## config.mk

```make
export PLATFORM = sky130hd
export DESIGN_NAME = apb_slave_if_flat
export DESIGN_NICKNAME = d
export VERILOG_FILES = /design/src/rtl/apb_slave_if_if.sv /design/src/rtl/apb_slave_if.sv /design/src/flat_wrapper.sv
export SDC_FILE = /design/constraint.sdc
export NUM_CORES = 1
export LEC_CHECK = 0
export BUFFER_PORTS_ARGS = -buffer_cell sky130_fd_sc_hd__buf_2
export CELL_PAD_IN_SITES_DETAIL_PLACEMENT = 0
export CELL_PAD_IN_SITES_GLOBAL_PLACEMENT = 1
export CORE_MARGIN = 1.5
export CORE_UTILIZATION = 41
export CTS_CLUSTER_SIZE = 25
export DETAILED_ROUTE_END_ITERATION = 8
export GPL_ROUTABILITY_DRIVEN = 0
export PLACE_DENSITY_LB_ADDON = 0.1
export SETUP_SLACK_MARGIN = 0.5
export SKIP_CTS_REPAIR_TIMING = 1
export SYNTH_ARGS = -nofsm -noshare
export SYNTH_HDL_FRONTEND = slang
export SYNTH_SLANG_ARGS = --single-unit
export TNS_END_PERCENT = 20
```

## constraint.sdc

```tcl
create_clock -name apb_clk_in -period 4.97 [get_ports apb_clk_in]
set_input_delay 0.497 -clock apb_clk_in [delete_from_list [all_inputs] [get_ports apb_clk_in]]
set_output_delay 0.497 -clock apb_clk_in [all_outputs]
set_load 0.01 [all_outputs]
```

## src/rtl/apb_slave_if_if.sv

```systemverilog
// APB bus bundle between a requester (master) and this completer (slave).
interface apb_slave_if_if #(
  parameter int unsigned APB_DATA_WIDTH = 32,
  parameter int unsigned APB_ADDR_WIDTH = 32
);
  localparam int unsigned STRB_WIDTH = APB_DATA_WIDTH / 8;

  logic [APB_ADDR_WIDTH-1:0] paddr;
  logic                      psel;
  logic                      penable;
  logic                      pwrite;
  logic [APB_DATA_WIDTH-1:0] pwdata;
  logic [STRB_WIDTH-1:0]     pstrb;
  logic [2:0]                pprot;
  logic [APB_DATA_WIDTH-1:0] prdata;
  logic                      pready;
  logic                      pslverr;

  modport master (
    output paddr, psel, penable, pwrite, pwdata, pstrb, pprot,
    input  prdata, pready, pslverr
  );

  modport slave (
    input  paddr, psel, penable, pwrite, pwdata, pstrb, pprot,
    output prdata, pready, pslverr
  );
endinterface

```

## src/rtl/apb_slave_if.sv

```systemverilog
// APB completer that turns each APB transfer into one req/ack backend transaction,
// with protocol-stability, alignment and backend-timeout error reporting.
module apb_slave_if #(
  parameter int unsigned APB_DATA_WIDTH = 32,
  parameter int unsigned APB_ADDR_WIDTH = 32,
  parameter int unsigned TIMEOUT_CYCLE  = 6
) (
  input  logic                        apb_clk_in,
  input  logic                        apb_rstn_in,
  apb_slave_if_if.slave               apb,
  output logic                        other_sel_out,
  output logic [APB_ADDR_WIDTH-1:0]   other_addr_out,
  output logic                        other_write_out,
  output logic [APB_DATA_WIDTH-1:0]   other_wdata_out,
  output logic [APB_DATA_WIDTH/8-1:0] other_strb_out,
  output logic [2:0]                  other_prot_out,
  input  logic                        other_ready_in,
  input  logic [APB_DATA_WIDTH-1:0]   other_rdata_in,
  input  logic                        other_error_in
);
  localparam int unsigned STRB_WIDTH = APB_DATA_WIDTH / 8;
  localparam int unsigned CNT_WIDTH  = $clog2(TIMEOUT_CYCLE + 1);
  localparam logic [APB_ADDR_WIDTH-1:0] ALIGN_MASK = APB_ADDR_WIDTH'(STRB_WIDTH - 1);
  localparam logic [CNT_WIDTH-1:0] CNT_LAST = CNT_WIDTH'(TIMEOUT_CYCLE - 1);
  localparam logic [CNT_WIDTH-1:0] CNT_MAX  = {CNT_WIDTH{1'b1}};

  typedef enum logic [2:0] {
    StIdle = 3'b001,
    StReq  = 3'b010,
    StDone = 3'b100
  } state_e;

  state_e                    state_q, state_d;
  logic [CNT_WIDTH-1:0]      cnt_q, cnt_d;
  logic                      sel_q, sel_d;
  logic [APB_ADDR_WIDTH-1:0] addr_q, addr_d;
  logic                      write_q, write_d;
  logic [APB_DATA_WIDTH-1:0] wdata_q, wdata_d;
  logic [STRB_WIDTH-1:0]     strb_q, strb_d;
  logic [2:0]                prot_q, prot_d;
  logic                      ready_q, ready_d;
  logic                      slverr_q, slverr_d;
  logic [APB_DATA_WIDTH-1:0] rdata_q, rdata_d;

  logic setup;
  logic misaligned;
  logic proto_err;

  assign setup      = apb.psel & ~apb.penable;
  assign misaligned = (apb.paddr & ALIGN_MASK) != '0;
  // Any change of the latched request while waiting on the backend is a protocol error.
  assign proto_err  = ~apb.penable | (apb.paddr != addr_q) | (apb.pwrite != write_q) |
                      (apb.pprot != prot_q) | (apb.pstrb != strb_q) |
                      (write_q & (apb.pwdata != wdata_q));

  // Next-state and registered-output logic.
  always_comb begin
    state_d  = state_q;
    cnt_d    = cnt_q;
    sel_d    = sel_q;
    addr_d   = addr_q;
    write_d  = write_q;
    wdata_d  = wdata_q;
    strb_d   = strb_q;
    prot_d   = prot_q;
    ready_d  = ready_q;
    slverr_d = slverr_q;
    rdata_d  = rdata_q;

    unique case (state_q)
      StIdle, StDone: begin
        ready_d  = 1'b0;
        slverr_d = 1'b0;
        state_d  = StIdle;
        if (setup) begin
          addr_d  = apb.paddr;
          write_d = apb.pwrite;
          wdata_d = apb.pwrite ? apb.pwdata : '0;
          strb_d  = apb.pwrite ? apb.pstrb : '0;
          prot_d  = apb.pprot;
          cnt_d   = '0;
          if (misaligned) begin
            ready_d  = 1'b1;
            slverr_d = 1'b1;
            rdata_d  = '0;
            state_d  = StDone;
          end else begin
            sel_d   = 1'b1;
            state_d = StReq;
          end
        end else if (apb.psel && apb.penable && (state_q == StIdle)) begin
          // Access phase with no preceding setup.
          ready_d  = 1'b1;
          slverr_d = 1'b1;
          rdata_d  = '0;
          state_d  = StDone;
        end
      end
      StReq: begin
        if (!apb.psel) begin
          sel_d   = 1'b0;
          state_d = StIdle;
        end else if (proto_err) begin
          sel_d    = 1'b0;
          ready_d  = 1'b1;
          slverr_d = 1'b1;
          rdata_d  = '0;
          state_d  = StDone;
        end else if (other_ready_in) begin
          sel_d    = 1'b0;
          ready_d  = 1'b1;
          slverr_d = other_error_in;
          rdata_d  = write_q ? '0 : other_rdata_in;
          state_d  = StDone;
        end else if (cnt_q == CNT_LAST) begin
          sel_d    = 1'b0;
          ready_d  = 1'b1;
          slverr_d = 1'b1;
          rdata_d  = '0;
          state_d  = StDone;
        end else if (cnt_q != CNT_MAX) begin
          cnt_d = cnt_q + 1'b1;
        end
      end
      default: state_d = StIdle;
    endcase
  end

  // State and output registers, cleared asynchronously.
  always_ff @(posedge apb_clk_in or negedge apb_rstn_in) begin
    if (!apb_rstn_in) begin
      state_q  <= StIdle;
      cnt_q    <= '0;
      sel_q    <= 1'b0;
      addr_q   <= '0;
      write_q  <= 1'b0;
      wdata_q  <= '0;
      strb_q   <= '0;
      prot_q   <= '0;
      ready_q  <= 1'b0;
      slverr_q <= 1'b0;
      rdata_q  <= '0;
    end else begin
      state_q  <= state_d;
      cnt_q    <= cnt_d;
      sel_q    <= sel_d;
      addr_q   <= addr_d;
      write_q  <= write_d;
      wdata_q  <= wdata_d;
      strb_q   <= strb_d;
      prot_q   <= prot_d;
      ready_q  <= ready_d;
      slverr_q <= slverr_d;
      rdata_q  <= rdata_d;
    end
  end

  assign apb.prdata      = rdata_q;
  assign apb.pready      = ready_q;
  assign apb.pslverr     = slverr_q;
  assign other_sel_out   = sel_q;
  assign other_addr_out  = addr_q;
  assign other_write_out = write_q;
  assign other_wdata_out = wdata_q;
  assign other_strb_out  = strb_q;
  assign other_prot_out  = prot_q;
endmodule

```

## src/flat_wrapper.sv

```systemverilog
// flat-port wrapper written by rule: the top's interface ports become plain ports
module apb_slave_if_flat 
#(
  parameter int unsigned APB_DATA_WIDTH = 32,
  parameter int unsigned APB_ADDR_WIDTH = 32,
  parameter int unsigned TIMEOUT_CYCLE  = 6
)
  (apb_clk_in, apb_rstn_in, other_sel_out, other_addr_out, other_write_out, other_wdata_out, other_strb_out, other_prot_out, other_ready_in, other_rdata_in, other_error_in, apb_paddr, apb_psel, apb_penable, apb_pwrite, apb_pwdata, apb_pstrb, apb_pprot, apb_prdata, apb_pready, apb_pslverr);
  apb_slave_if_if #(.APB_DATA_WIDTH(APB_DATA_WIDTH), .APB_ADDR_WIDTH(APB_ADDR_WIDTH)) apb_i ();
  input  logic apb_clk_in;
  input  logic apb_rstn_in;
  output logic other_sel_out;
  output logic [APB_ADDR_WIDTH-1:0] other_addr_out;
  output logic other_write_out;
  output logic [APB_DATA_WIDTH-1:0] other_wdata_out;
  output logic [APB_DATA_WIDTH/8-1:0] other_strb_out;
  output logic [2:0] other_prot_out;
  input  logic other_ready_in;
  input  logic [APB_DATA_WIDTH-1:0] other_rdata_in;
  input  logic other_error_in;
  input wire logic [$bits(apb_i.paddr)-1:0] apb_paddr;
  input wire logic [$bits(apb_i.psel)-1:0] apb_psel;
  input wire logic [$bits(apb_i.penable)-1:0] apb_penable;
  input wire logic [$bits(apb_i.pwrite)-1:0] apb_pwrite;
  input wire logic [$bits(apb_i.pwdata)-1:0] apb_pwdata;
  input wire logic [$bits(apb_i.pstrb)-1:0] apb_pstrb;
  input wire logic [$bits(apb_i.pprot)-1:0] apb_pprot;
  output wire logic [$bits(apb_i.prdata)-1:0] apb_prdata;
  output wire logic [$bits(apb_i.pready)-1:0] apb_pready;
  output wire logic [$bits(apb_i.pslverr)-1:0] apb_pslverr;
  assign apb_i.paddr = apb_paddr;
  assign apb_i.psel = apb_psel;
  assign apb_i.penable = apb_penable;
  assign apb_i.pwrite = apb_pwrite;
  assign apb_i.pwdata = apb_pwdata;
  assign apb_i.pstrb = apb_pstrb;
  assign apb_i.pprot = apb_pprot;
  assign apb_prdata = apb_i.prdata;
  assign apb_pready = apb_i.pready;
  assign apb_pslverr = apb_i.pslverr;
  apb_slave_if #(.APB_DATA_WIDTH(APB_DATA_WIDTH), .APB_ADDR_WIDTH(APB_ADDR_WIDTH), .TIMEOUT_CYCLE(TIMEOUT_CYCLE)) u_core (.apb_clk_in(apb_clk_in), .apb_rstn_in(apb_rstn_in), .apb(apb_i), .other_sel_out(other_sel_out), .other_addr_out(other_addr_out), .other_write_out(other_write_out), .other_wdata_out(other_wdata_out), .other_strb_out(other_strb_out), .other_prot_out(other_prot_out), .other_ready_in(other_ready_in), .other_rdata_in(other_rdata_in), .other_error_in(other_error_in));
endmodule
```

==> key figures <==
Worst setup path
  – Top cell family by delay on the critical path: simple AND/OR/NAND/NOR gates
  – Slowest cell on crit path: o21a_2
  – CP Class: in -> reg
  – CP Buf/Inv Count: 1
  – Data arrival, critical path: around 3.1 ns
  – Critical path, cell by cell: buf_2, xor2_1, or2_1, nor4_2, nand4_1, o21a_2, mux2_1
  – Worst setup EP type: flip-flop
  – Worst path depth: 7
  – R2r startpoint: u_core.other_wdata_out[31]
  – Termination of the worst setup path: u_core.apb.prdata[16]
  – Crit path from: apb_pwrite
  – WP data required: around 5.3 ns
  – R2r setup slk: approximately 2.2 ns
  – R2R cell count: 6
  – Reg2reg end: u_core.apb.prdata[16]
  – Largest stage delay on the critical path: 0.59 ns
  – CP Max Fanout: 38
  – Critical path launch point type: input pin

Timing
  – Tmin final: 2.842 ns
  – Post-Route Setup TNS: 0 ns
  – Fin Clk Skew: about 0.015 ns
  – Max_slew headroom: between 20% and 30%
  – Final Hold Fails: 0
  – RSZ-0062 raised after global routing: no
  – Fmax: 0.3518 GHz
  – Tightest Pin Transition: around 1.2 ns
  – Pins Over Slew Limit: 0
  – Setup-failing EPs final: 0
  – Final worst-path cycle share: a little under three fifths

Drt
  – Vias: 4740
  – Drc violations: 0
  – WL final: approximately 15000 µm
  – DRT iter0 DRCs: between 200 and 250
  – WL/cell: ~16 µm
  – Vias/cell: ~5
  – Final ANT Viol Nets: 0
  – Drt first pass iters: 6

Logic synthesis
  – Top-area cell type share of the netlist area: a little under half
  – Largest family of logic cells by synthesized area: simple AND/OR/NAND/NOR gates
  – XOR/XNOR Fraction of Synth Area: between 10% and 20%
  – Synth top area cells: dfrtp_1, xor2_1, mux2_4
  – Sequential-to-total area share from yosys stat: a little under half
  – Simple-gate area share of the yosys netlist: between 15 and 20%
  – Syn Inst Count: about 530
  – Post-synthesis mux area share: between 10% and 20%
  – Yosys warns: 0
  – Async SR Flop Fraction: between 90% and 100%
  – Flops & latches, synth: 113
  – Synth cell types: 49
  – Syn Area/Cell: between 10 and 15 µm²
  – Yosys top cell by area: dfrtp_1
  – Post-synth EDFFs: 0
  – Syn_nets: roughly 650
  – Adder-Cell Fraction of Synth Area: less than 1%
  – Main synth FF type: dfrtp_1
  – Compound-gate portion of the synthesized area: between 6 and 7%
  – Syn Std Cell Area: 0.005947 mm²

Clock tree
  – Reg clk slew, reported paths: about 0.05 ns
  – CTS Buf Count: 17
  – Worst-skew pair later-pin latency: between 0.4 and 0.5 ns
  – Clock root buffer: clkbuf_16
  – H-tree levels: 4
  – CTS tree: yes
  – Clock sink count: between 100 and 150
  – Clock Path Buffers: 2

Power and ir drop
  – Power density over the cells: 458.1 mW/mm²
  – P_leak: around 4.0 nW
  – Power consumption: approximately 0.0035 W
  – VDD IR-drop max: around 0.00024 V

Layout
  – Area Overhead vs Synth: 29.92%
  – Fillers: 1236
  – Post-layout nets: 854
  – Share of layout cells above drive strength 1: between 40 and 50%

Floorplanning
  – Row cnt: 43
  – Starting Density: ~42%
  – Core area: about 0.014 mm²
  – Die H: 123.4 µm
  – DIE AREA: around 0.015 mm²
  – Ports: about 220
  – Die Wd: 123.4 µm

Placement
  – IO buf count: roughly 220
  – Post-DP HPWL: 10780 µm

Global routing
  – First-pass GRT wire length: between 20000 and 25000 µm
  – Antenna violations before repair: 3
  – Total grt overflow: 0
  – Vias in the first global route: between 4000 and 5000
  – Largest net degree at the start of global routing: 114
  – Tot GR Track Use: between 20% and 30%

Min path
  – Worst hold path class: in -> async

Run
  – Max-Cap Viols: 0

Status
  – Outcome: complete, no violations
[kinds of logic (layout without fill, tap and decap cells)]
family                     count (synthesis)  after routing
and+or+nand+nor                          180            180
xor gates and xnor gates                  70             70
adders and majority gates                  3              3
other                                      0              1
buffers and inverters                     40            259
DFF                                      113            113
muxes                                     66             66
AOI/OAI and AO/OA                         61             61
[final cells by class]
cell class | instances | area (µm²) | share of cell area [%]
Multi-Input combinational cell | 380 | 2950 | 38.19
Sequential cell | 113 | 2829 | 36.62
Timing Repair Buffer | 220 | 1114 | 14.41
Clock buffer | 24 | 491.7 | 6.364
Tap cell | 180 | 225.2 | 2.915
Clock inverter | 6 | 80.08 | 1.036
Inverter | 9 | 33.78 | 0.4372
Antenna cell | 1 | 2.502 | 0.03239
[synthesized netlist by cell type (all sizes together) (2+ instances only)]
cell and count:
a21oi 3, and4 2, and4b 32, buf 6, clkbuf 25, dfrtp 112
ha 3, inv 8, mux2 66, nand2 81, nand2b 11, nand4 7
nand4b 2, nor2 6, nor2b 2, nor4 23, nor4b 2, o21a 2
o21ai 42, o21bai 2, o22ai 2, or3b 2, or4 5, xnor2 5
xor2 65
[where the power goes]
group          total, W  switching [W]  internal [W]
logic           0.00103       0.000557      0.000478
registers       0.00133       0.000192       0.00113
clock network   0.00118       0.000397      0.000781
total           0.00354        0.00115       0.00239
[through the flow]
| stage | worst slack (ns) | cells | hold WS [ns] | area [µm²] | util, % |
|---|---|---|---|---|---|
| 3_5_place_dp | 1.674 | 902 | 0.4609 | 7152 | 50.93 |
| 4_1_cts | 2.107 | 932 | 0.2740 | 7724 | 55.00 |
| 2_1_floorplan | 2.519 | 533 | 0.2014 | 5947 | - |
| 3_3_place_gp | 1.804 | 902 | 0.4589 | 7152 | 50.93 |
| 5_1_grt | 1.929 | 933 | 0.3001 | 7726 | 55.02 |
| 6_report | 2.128 | 933 | 0.2374 | 7726 | 55.02 |
[flip-flops by register name, summed over array words and instances, names as in the netlist]
signal and flops:
u_core.cnt_q 3, u_core.apb.prdata 32, u_core.state_q 3, u_core.other_strb_out 4
u_core.other_addr_out 32, u_core.other_prot_out 3, u_core.other_wdata_out 32, u_core.apb.pslverr 1
u_core.other_sel_out 1, u_core.other_write_out 1, u_core.apb.pready 1
[routing by layer]
layer  up-vias  GRT usage [%]  share of wire (%)
met1      2262          25.86                 43
met3        14          7.011                7.5
li1       2318              -                  -
met5         -              0              0.080
met4         2          7.902                1.3
met2       144          31.63                 48
[how the worst min path moves through the flow]
stage | slack (ns) | startpoint | to | cells after the start
2_1_floorplan | 0.20 | apb_rstn_in | u_core.apb.prdata[0] | 0
4_1_cts | 0.27 | apb_psel | u_core.state_q[0] | 2
6_report | 0.24 | apb_rstn_in | u_core.other_addr_out[7] | 1
3_5_place_dp | 0.46 | u_core.apb.pready | u_core.apb.pready | 1
5_1_grt | 0.30 | apb_psel | u_core.state_q[0] | 2
3_3_place_gp | 0.46 | u_core.apb.pready | u_core.apb.pready | 1
[cell usage in the layout (no fill, tap or decap), drive strengths merged, types with 3 or more instances in the layout]
master	netlist	final
buf	6	220
dfrtp	112	112
nand2	81	81
mux2	66	66
xor2	65	65
o21ai	42	42
and4b	32	32
clkbuf	25	24
nor4	23	23
nand2b	11	11
inv	8	8
nand4	7	7
nor2	6	6
xnor2	5	5
clkinv	1	5
or4	5	5
a21oi	3	3
ha	3	3
Note: power is estimated with default switching activity, not from simulation.
